==> src/rtl/layer_act_forwarder.sv <==
// Transmit side of the layer write interface: buffers producer results in a FIFO,
// replays them as activation writes and pulses compute once per full feature map.
module layer_act_forwarder #(
    parameter int DATA_SIZE  = 64,
    parameter int IDX_W      = 16,
    parameter int OUT_CH     = 16,
    parameter int OUT_DIM    = 26,
    parameter int FIFO_DEPTH = 8
) (
    input  logic                     clk,
    input  logic                     rst_n,
    input  logic [DATA_SIZE-1:0]     in_data,
    input  logic [2:0][IDX_W-1:0]    in_index,
    input  logic                     in_valid,
    output logic                     in_ready,
    input  logic                     dst_ready,
    output logic                     want_write_act,
    output logic [DATA_SIZE-1:0]     write_data,
    output logic [IDX_W-1:0]         in_index3,
    output logic [IDX_W-1:0]         in_index2,
    output logic [IDX_W-1:0]         in_index1,
    output logic [IDX_W-1:0]         in_index0,
    output logic                     compute,
    output logic                     frame_done,
    input  logic                     restart,
    output logic                     err_index,
    output logic                     err_overflow
);

    localparam int TOTAL   = OUT_CH * OUT_DIM * OUT_DIM;
    localparam int CNT_W   = $clog2(TOTAL + 1);
    localparam int PTR_W   = $clog2(FIFO_DEPTH);
    localparam int ENTRY_W = DATA_SIZE + 3 * IDX_W;

    localparam logic [IDX_W-1:0] CH_LIM    = IDX_W'(OUT_CH);
    localparam logic [IDX_W-1:0] DIM_LIM   = IDX_W'(OUT_DIM);
    localparam logic [CNT_W-1:0] LAST_CNT  = CNT_W'(TOTAL - 1);
    localparam logic [PTR_W:0]   DEPTH_OCC = (PTR_W + 1)'(FIFO_DEPTH);

    typedef enum logic [1:0] {
        ST_STREAM = 2'd0,
        ST_FIRE   = 2'd1,
        ST_DONE   = 2'd2
    } state_t;

    state_t             state_r;
    logic [CNT_W-1:0]   count_r;
    logic [ENTRY_W-1:0] mem_r [FIFO_DEPTH];
    logic [PTR_W-1:0]   wr_ptr_r;
    logic [PTR_W-1:0]   rd_ptr_r;
    logic [PTR_W:0]     occ_r;

    logic               in_range_s;
    logic               push_s;
    logic               pop_s;
    logic               frame_last_s;
    logic               stream_nx_s;
    logic [PTR_W-1:0]   rd_ptr_nx_s;
    logic [PTR_W:0]     occ_nx_s;
    logic [ENTRY_W-1:0] in_entry_s;
    logic [ENTRY_W-1:0] head_nx_s;

    assign in_index3 = {IDX_W{1'b0}};

    // Handshake decode, next FIFO occupancy and the entry to present after this edge
    always_comb begin
        in_range_s   = (in_index[2] < CH_LIM) && (in_index[1] < DIM_LIM) &&
                       (in_index[0] < DIM_LIM);
        push_s       = in_valid && in_ready && in_range_s;
        pop_s        = want_write_act && dst_ready;
        frame_last_s = pop_s && (state_r == ST_STREAM) && (count_r == LAST_CNT);
        stream_nx_s  = ((state_r == ST_STREAM) && !frame_last_s) ||
                       ((state_r == ST_DONE) && restart);
        rd_ptr_nx_s  = rd_ptr_r + PTR_W'(pop_s);
        occ_nx_s     = occ_r + (PTR_W + 1)'(push_s) - (PTR_W + 1)'(pop_s);
        in_entry_s   = {in_data, in_index[2], in_index[1], in_index[0]};
        // An entry written into an empty FIFO becomes the head in the same edge
        if (push_s && (wr_ptr_r == rd_ptr_nx_s)) begin
            head_nx_s = in_entry_s;
        end else begin
            head_nx_s = mem_r[rd_ptr_nx_s];
        end
    end

    // FIFO storage; contents need no reset because the pointers define validity
    always_ff @(posedge clk) begin
        if (rst_n && push_s) begin
            mem_r[wr_ptr_r] <= in_entry_s;
        end
    end

    // Pointers, occupancy and the registered write port
    always_ff @(posedge clk) begin
        if (!rst_n) begin
            wr_ptr_r       <= {PTR_W{1'b0}};
            rd_ptr_r       <= {PTR_W{1'b0}};
            occ_r          <= {(PTR_W + 1){1'b0}};
            in_ready       <= 1'b0;
            want_write_act <= 1'b0;
            write_data     <= {DATA_SIZE{1'b0}};
            in_index2      <= {IDX_W{1'b0}};
            in_index1      <= {IDX_W{1'b0}};
            in_index0      <= {IDX_W{1'b0}};
        end else begin
            wr_ptr_r       <= wr_ptr_r + PTR_W'(push_s);
            rd_ptr_r       <= rd_ptr_nx_s;
            occ_r          <= occ_nx_s;
            in_ready       <= stream_nx_s && (occ_nx_s < DEPTH_OCC);
            want_write_act <= stream_nx_s && (occ_nx_s != {(PTR_W + 1){1'b0}});
            if (occ_nx_s != {(PTR_W + 1){1'b0}}) begin
                {write_data, in_index2, in_index1, in_index0} <= head_nx_s;
            end
        end
    end

    // Sticky error flags, cleared only by reset
    always_ff @(posedge clk) begin
        if (!rst_n) begin
            err_index    <= 1'b0;
            err_overflow <= 1'b0;
        end else begin
            if (in_valid && in_ready && !in_range_s) begin
                err_index <= 1'b1;
            end
            if (in_valid && !in_ready) begin
                err_overflow <= 1'b1;
            end
        end
    end

    // Frame sequencing: count transfers, fire compute once per map, wait for restart
    always_ff @(posedge clk) begin
        if (!rst_n) begin
            state_r    <= ST_STREAM;
            count_r    <= {CNT_W{1'b0}};
            compute    <= 1'b0;
            frame_done <= 1'b0;
        end else begin
            case (state_r)
                ST_STREAM: begin
                    frame_done <= 1'b0;
                    if (frame_last_s) begin
                        state_r <= ST_FIRE;
                        compute <= 1'b1;
                        count_r <= count_r + CNT_W'(1);
                    end else begin
                        compute <= 1'b0;
                        if (pop_s) begin
                            count_r <= count_r + CNT_W'(1);
                        end
                    end
                end
                ST_FIRE: begin
                    compute    <= 1'b0;
                    frame_done <= 1'b1;
                    state_r    <= ST_DONE;
                end
                ST_DONE: begin
                    compute <= 1'b0;
                    if (restart) begin
                        state_r    <= ST_STREAM;
                        count_r    <= {CNT_W{1'b0}};
                        frame_done <= 1'b0;
                    end
                end
                default: begin
                    state_r    <= ST_STREAM;
                    count_r    <= {CNT_W{1'b0}};
                    compute    <= 1'b0;
                    frame_done <= 1'b0;
                end
            endcase
        end
    end

endmodule

==> config.mk <==
export PLATFORM = sky130hd
export DESIGN_NAME = layer_act_forwarder
export DESIGN_NICKNAME = d
export VERILOG_FILES = /design/src/rtl/layer_act_forwarder.sv
export SDC_FILE = /design/constraint.sdc
export NUM_CORES = 1
export LEC_CHECK = 0
export ABC_AREA = 1
export CORE_ASPECT_RATIO = 0.9
export CORE_MARGIN = 2
export CORE_UTILIZATION = 40
export CTS_BUF_LIST = sky130_fd_sc_hd__clkbuf_4
export DETAILED_ROUTE_END_ITERATION = 8
export SKIP_LAST_GASP = 1
export SYNTH_ARGS = -nofsm -noshare
export SYNTH_HDL_FRONTEND = slang
export SYNTH_SLANG_ARGS = --single-unit
==> constraint.sdc <==
create_clock -name clk -period 13.7 [get_ports clk]
set_input_delay 2.74 -clock clk [delete_from_list [all_inputs] [get_ports clk]]
set_output_delay 2.74 -clock clk [all_outputs]
set_load 0.005 [all_outputs]
Yosys cells after proc, flatten, opt, wreduce, memory -nomap -nowiden --
Memories as Yosys holds them, arrays and structs flattened. A register that Yosys moved wholly into a read port is not among the register bits. Index checks and enable logic that the tools add are counted.
Operators by class: add/sub/neg operators 5, $mul 0, divide/modulo/power cells 0, magnitude comparators 4, equality and inequality tests 6, shift-type cells 0, multiplexer cells 12, bitwise logic cells 1, reductions and logical operators 24
Operators by type and width (number):
- less-than comparator 16 x 5 -> 1 bit (second input constant) | 3
- two-way mux 14 bit | 3
- case mux 14 bit (3 select lines) | 1
- adder 14 x 1 -> 14 bit (second input constant) | 1
- == test 14 bit (second input constant) | 1
- logical AND 1 bit | 14
- adder 3 x 1 -> 3 bit | 2
- case mux 2 bit (3 select lines) | 1
- adder 4 x 1 -> 4 bit | 1
- zero test 1 bit | 4
- less-than comparator 4 bit (second input constant) | 1
- two-way mux 1 bit | 4
- two-way mux 2 bit | 2
- inequality test 2 bit (second input constant) | 2
- AND reduction 2 bit | 2
- nonzero test 4 bit | 1
- subtractor 4 x 1 -> 4 bit | 1
- inequality test 3 bit (second input constant) | 1
- AND reduction 3 bit | 1
- == test 2 x 1 -> 1 bit (second input constant) | 1
- == test 2 bit (second input constant) | 1
- zero test 2 bit | 1
- case mux 1 bit (2 select lines) | 1
- logical OR 1 bit | 1
- inverter 1 bit | 1
Word-level totals: register bits 32, bits in latches 0, memory bits (writable) 896, bits in read-only memories 0, input port bits 117, word-level logic and storage cells 64, memories kept 1
Memories:
- mem_r | words 8, bits a word 112, rd ports 1, clocked after Yosys merged registers in 1, write ports 1, line 48 | logic [ENTRY_W-1:0] mem_r [FIFO_DEPTH];

Longest topological paths before layout --
word-level depth 8, mapped depth 20, mapped depth without buffers 18

Least setup slack after synthesis --
OpenSTA, ideal clock, no wires.
path kind in2reg, start point input port in_index[24] (netlist bit), end point memory mem_r[4][0] (netlist bit) (enable), arrival time 11.311 ns, slack 1.668 ns, cell stages on the path 9, path buffers 1, path through nor2_1 nand2_1 nor2_1 nand2_1 nor2_4 nand4_2 buf_2 or2_1 nor3_1
On the way: cells in the longest elaborated chain, start to end 7
RTL lines:
- start: declaration | line 13 | input logic [2:0][IDX_W-1:0] in_index,
- less-than comparator 16 x 5 -> 1 bit | line 67 | in_range_s = (in_index[2] < CH_LIM) && (in_index[1] < DIM_LIM) &&
- logical AND 1 bit (2 in series) | line 67
- logical AND 1 bit | line 69 | push_s = in_valid && in_ready && in_range_s;
- logical AND 1 bit | line 87 | if (rst_n && push_s) begin
- two-way mux 1 bit | line 87
- two-way mux 1 bit (not written as such) | line 88 | mem_r[wr_ptr_r] <= in_entry_s;
- end: declaration | line 48
Every way passes these cells.

Worst setup path in the final report --
start point input port in_index[7] (netlist bit), end point register in_index2[1] (read register of mem_r)
On the way: cells in the longest elaborated chain, start to end 6
RTL lines:
- less-than comparator 16 x 5 -> 1 bit | line 68 | (in_index[0] < DIM_LIM);
- logical AND 1 bit | line 67
- logical AND 1 bit | line 69
- adder 4 x 1 -> 4 bit | line 75 | occ_nx_s = occ_r + (PTR_W + 1)'(push_s) - (PTR_W + 1)'(pop_s);
- subtractor 4 x 1 -> 4 bit | line 75
- nonzero test 4 bit | line 110 | if (occ_nx_s != {(PTR_W + 1){1'b0}}) begin
- end: declaration | line 20 | output logic [IDX_W-1:0] in_index2,
Every way passes these cells. A chain may end at the register's enable or synchronous reset.

==> results.cfg <==
[cells_and_area]
layoutNonFillerInstCount = 5310
area.growth.synth_to_final_pct = 17.2
post-route-cell-area_sq_mm = 0.0481
drive_gt1_frac = 0.136
finish.net_count = 3864

[worst_setup_path]
timing.critical_path.to_type = register
critical_path.n_buffers_inverters = 6
arrival_ps = 7850
r2r_setup_slack_ps = 8800
r2r.worst_path.cells = 15
critPathMaxFanout = 58
cp-start-kind = primary input
worst_ep_required_time_ps = 14750
critical_path.cell_chain = clkdlybuf4s50_1 > inv_1 > nand2_1 > nor2_1 > nand3_1 > nor2_4 > nand3_2 > ha_1 > inv_1 > ha_1 > inv_1 > fa_1 > xnor2_1 > nor2_1 > nand3_1 > nand2_1 > inv_4 > buf_4 > nand3_1 > nand2_1
setup.worst_path.class = in -> reg
worst_r2r_endpoint = write_data[63]
crit_family = buffers and inverters
slowest_delay_ps = 820
timing.critical_path.from = in_index[7]
critPathSlowestCell = sky130_fd_sc_hd__buf_4
r2r_start = want_write_act

[synthesis]
synth_largest_area_cell = sky130_fd_sc_hd__edfxtp_1
synth.area.top_cells = sky130_fd_sc_hd__edfxtp_1, sky130_fd_sc_hd__dfxtp_1, sky130_fd_sc_hd__o21ai_0
yosys_most_used_dff = sky130_fd_sc_hd__edfxtp_1
synth_warnings = 0
netlist_instances = 3404
synth.avg_cell_area_sq_um = 12.1
synth.cell_area_sq_mm = 0.0410
count_leader_synth = sky130_fd_sc_hd__edfxtp_1
ys_ff_latch = 1040
yosysUniqueCellTypes = 37
synth.cells.most_frequent = sky130_fd_sc_hd__edfxtp_1, sky130_fd_sc_hd__nor2_1, sky130_fd_sc_hd__o21ai_0, sky130_fd_sc_hd__nand2_1, sky130_fd_sc_hd__nand3_1
asyncSetResetFlopFracSynth = 0
synth_sequential_area_ratio = 0.726
synthDominantCellAreaShare = 0.655
synth_edf_count = 896

[placement]
placedCellCount = 4803
port_buffers = 234
placed_area_sq_mm = 0.0444
dp_hpwl_microns = 54500
gpl.final_weighted_congestion = 0.748

[floorplanning]
die_w_microns = 342
design.die.area_sq_mm = 0.105
die_height_microns = 308
starting_density_of_the_core = 0.403
number_of_placed_i_o_pins = 251
rows = 111
core-area_sq_mm = 0.102

[sta]
setup_repair_after_global_routing_missed_its_margin = no
timing_hold_violations_final = 0
setup-violations-final = 0
worst_clock_skew_ps = 113
max_clock_freq_mhz = 147
slew_headroom = 0.134
max_slew.worst_pin.slew_ps = 1300
max_slew_vio_count = 0
final.min_clock_period_ps = 6810
layout_worst_path_cycle_share = 0.497
finalSetupTns_ps = 0

[min_path]
endpoint_of_the_worst_hold_timing_path = in_index0[11]
hp-start = in_index0[11]
min-delay-path-class = reg -> reg
worstHoldPathCells = 2

[route]
initialDrtViolationCount = 2368
firstDrtPassIters = 5
route.detailed.wl_per_inst_microns = 21.0
vias = 28200
drt.antenna.violating_nets = 0
via_per_inst = 5.32
remaining_drc_errors = 0
routed_wirelength_microns = 112000

[clock_network]
cts-htree-levels = 5
post_cts_buffers = 0
tritoncts_clock_tree = yes
ctsRootBufferMaster = sky130_fd_sc_hd__clkbuf_4
cts_hold_repair.buffers = 0
clock_latency_ps = 1170
clk_path_buf_depth = 4
worst_setup_hold_path_clk_slew_ps = 60
cts-buffers-inserted = 288
cts_resized = 0
cts_sinks = 1040

[power_and_ir_drop]
vdd_drop_max_mv = 0.219
total_power_per_unit_cell_area_mw_per_mm2 = 184
total_leakage_power_nw = 16.9
totalPowerFinal_mw = 8.84

[global_routing]
grt_start_max_net_pins = 220
first_global_vias = 27800
gr-usage-all-layers = 0.211
overall_overflow_remaining_after_global_route = 0
grt_antenna_before_repair = 15
grt_pass1_wl_microns = 169000

[outcome]
outcome = finished, final reports clean

[flow_run]
drv_cap = 0
cells by family after synthesis:
logic type | count (synthesis) | synth area share
AOI/OAI and AO/OA | 796 | 0.114
xor gates and xnor gates | 7 | 0.00149
adders and majority gates | 10 | 0.00323
buffers and inverters | 381 | 0.0412
DFF | 1040 | 0.726
other | 1 | 0.0000914
and+or+nand+nor | 1169 | 0.115
worst max path at each step:
stage | endpoint | slack, ps | depth (start not counted)
floorplan | mem_r[4][0] | 1670 | 9
global placement | mem_r[3][32] | 5870 | 11
detailed placement | in_index2[1] | 5650 | 20
CTS | mem_r[0][4] | 6890 | 10
global route | in_index0[2] | 6560 | 20
finish | in_index2[1] | 6890 | 20
flip-flops by register name, indices dropped and copies added, names as in the netlist, 2 cells and up:
signal and cells:
count_r 14, mem_r 896, in_index1 16, state_r 2
in_index0 16, wr_ptr_r 3, occ_r 4, write_data 64
in_index2 16, rd_ptr_r 3
through the flow:
| stage | worst slack [ps] | hold slack, ps | utilization |
|---|---|---|---|
| final | 6890 | 449 | 0.473 |
| after global placement | 5870 | 438 | 0.436 |
| after CTS | 6890 | 452 | 0.472 |
| after detailed placement | 5650 | 438 | 0.436 |
| after global routing | 6560 | 467 | 0.473 |
| after floorplan | 1670 | 446 | - |
metal layers:
metal | vias to the layer above | share of wire | track usage
li1 | 13100 | - | -
met1 | 13800 | 0.44 | 0.286
met2 | 1083 | 0.46 | 0.328
met3 | 202 | 0.076 | 0.0500
met4 | 14 | 0.022 | 0.0793
met5 | - | 0.00078 | 0
worst min-delay path: cells and delay by family (launching register included):
kind             cells  cell delay, ps
flip-flops           1             310
AND/OR/NAND/NOR      2             100
power by group:
group	internal, mW	switching, mW	total (mW)
combinational	0.760	1.56	2.31
sequential	3.59	0.110	3.70
clock	1.58	1.25	2.83
cells in the final DEF, fill, tap and decap left out, types with 16 or more instances in the layout:
| cell type | instances |
|---|---|
| sky130_fd_sc_hd__o221ai_1 | 156 |
| sky130_fd_sc_hd__edfxtp_1 | 896 |
| sky130_fd_sc_hd__inv_1 | 126 |
| sky130_fd_sc_hd__o21ai_0 | 492 |
| sky130_fd_sc_hd__clkinv_1 | 29 |
| sky130_fd_sc_hd__buf_4 | 41 |
| sky130_fd_sc_hd__o21ai_1 | 42 |
| sky130_fd_sc_hd__nor2_1 | 558 |
| sky130_fd_sc_hd__o211ai_1 | 18 |
| sky130_fd_sc_hd__clkbuf_4 | 452 |
| sky130_fd_sc_hd__clkdlybuf4s50_1 | 234 |
| sky130_fd_sc_hd__dfxtp_1 | 144 |
| sky130_fd_sc_hd__nand3_1 | 178 |
| sky130_fd_sc_hd__conb_1 | 16 |
| sky130_fd_sc_hd__o22ai_1 | 32 |
| sky130_fd_sc_hd__nand2_1 | 397 |
| sky130_fd_sc_hd__a21oi_1 | 51 |
area by class of cell:
class                           instances  area (sq um)
Multi-Input combinational cell       1998          9710
Clock inverter                         44           305
Clock buffer                          452          3390
Timing Repair Buffer                  277          2690
Antenna cell                           11          27.5
Fill cell                            9245         53700
Tap cell                             1356          1700
Inverter                              132           513
Sequential cell                      1040         29800
Note: power is estimated with default switching activity, not from simulation.
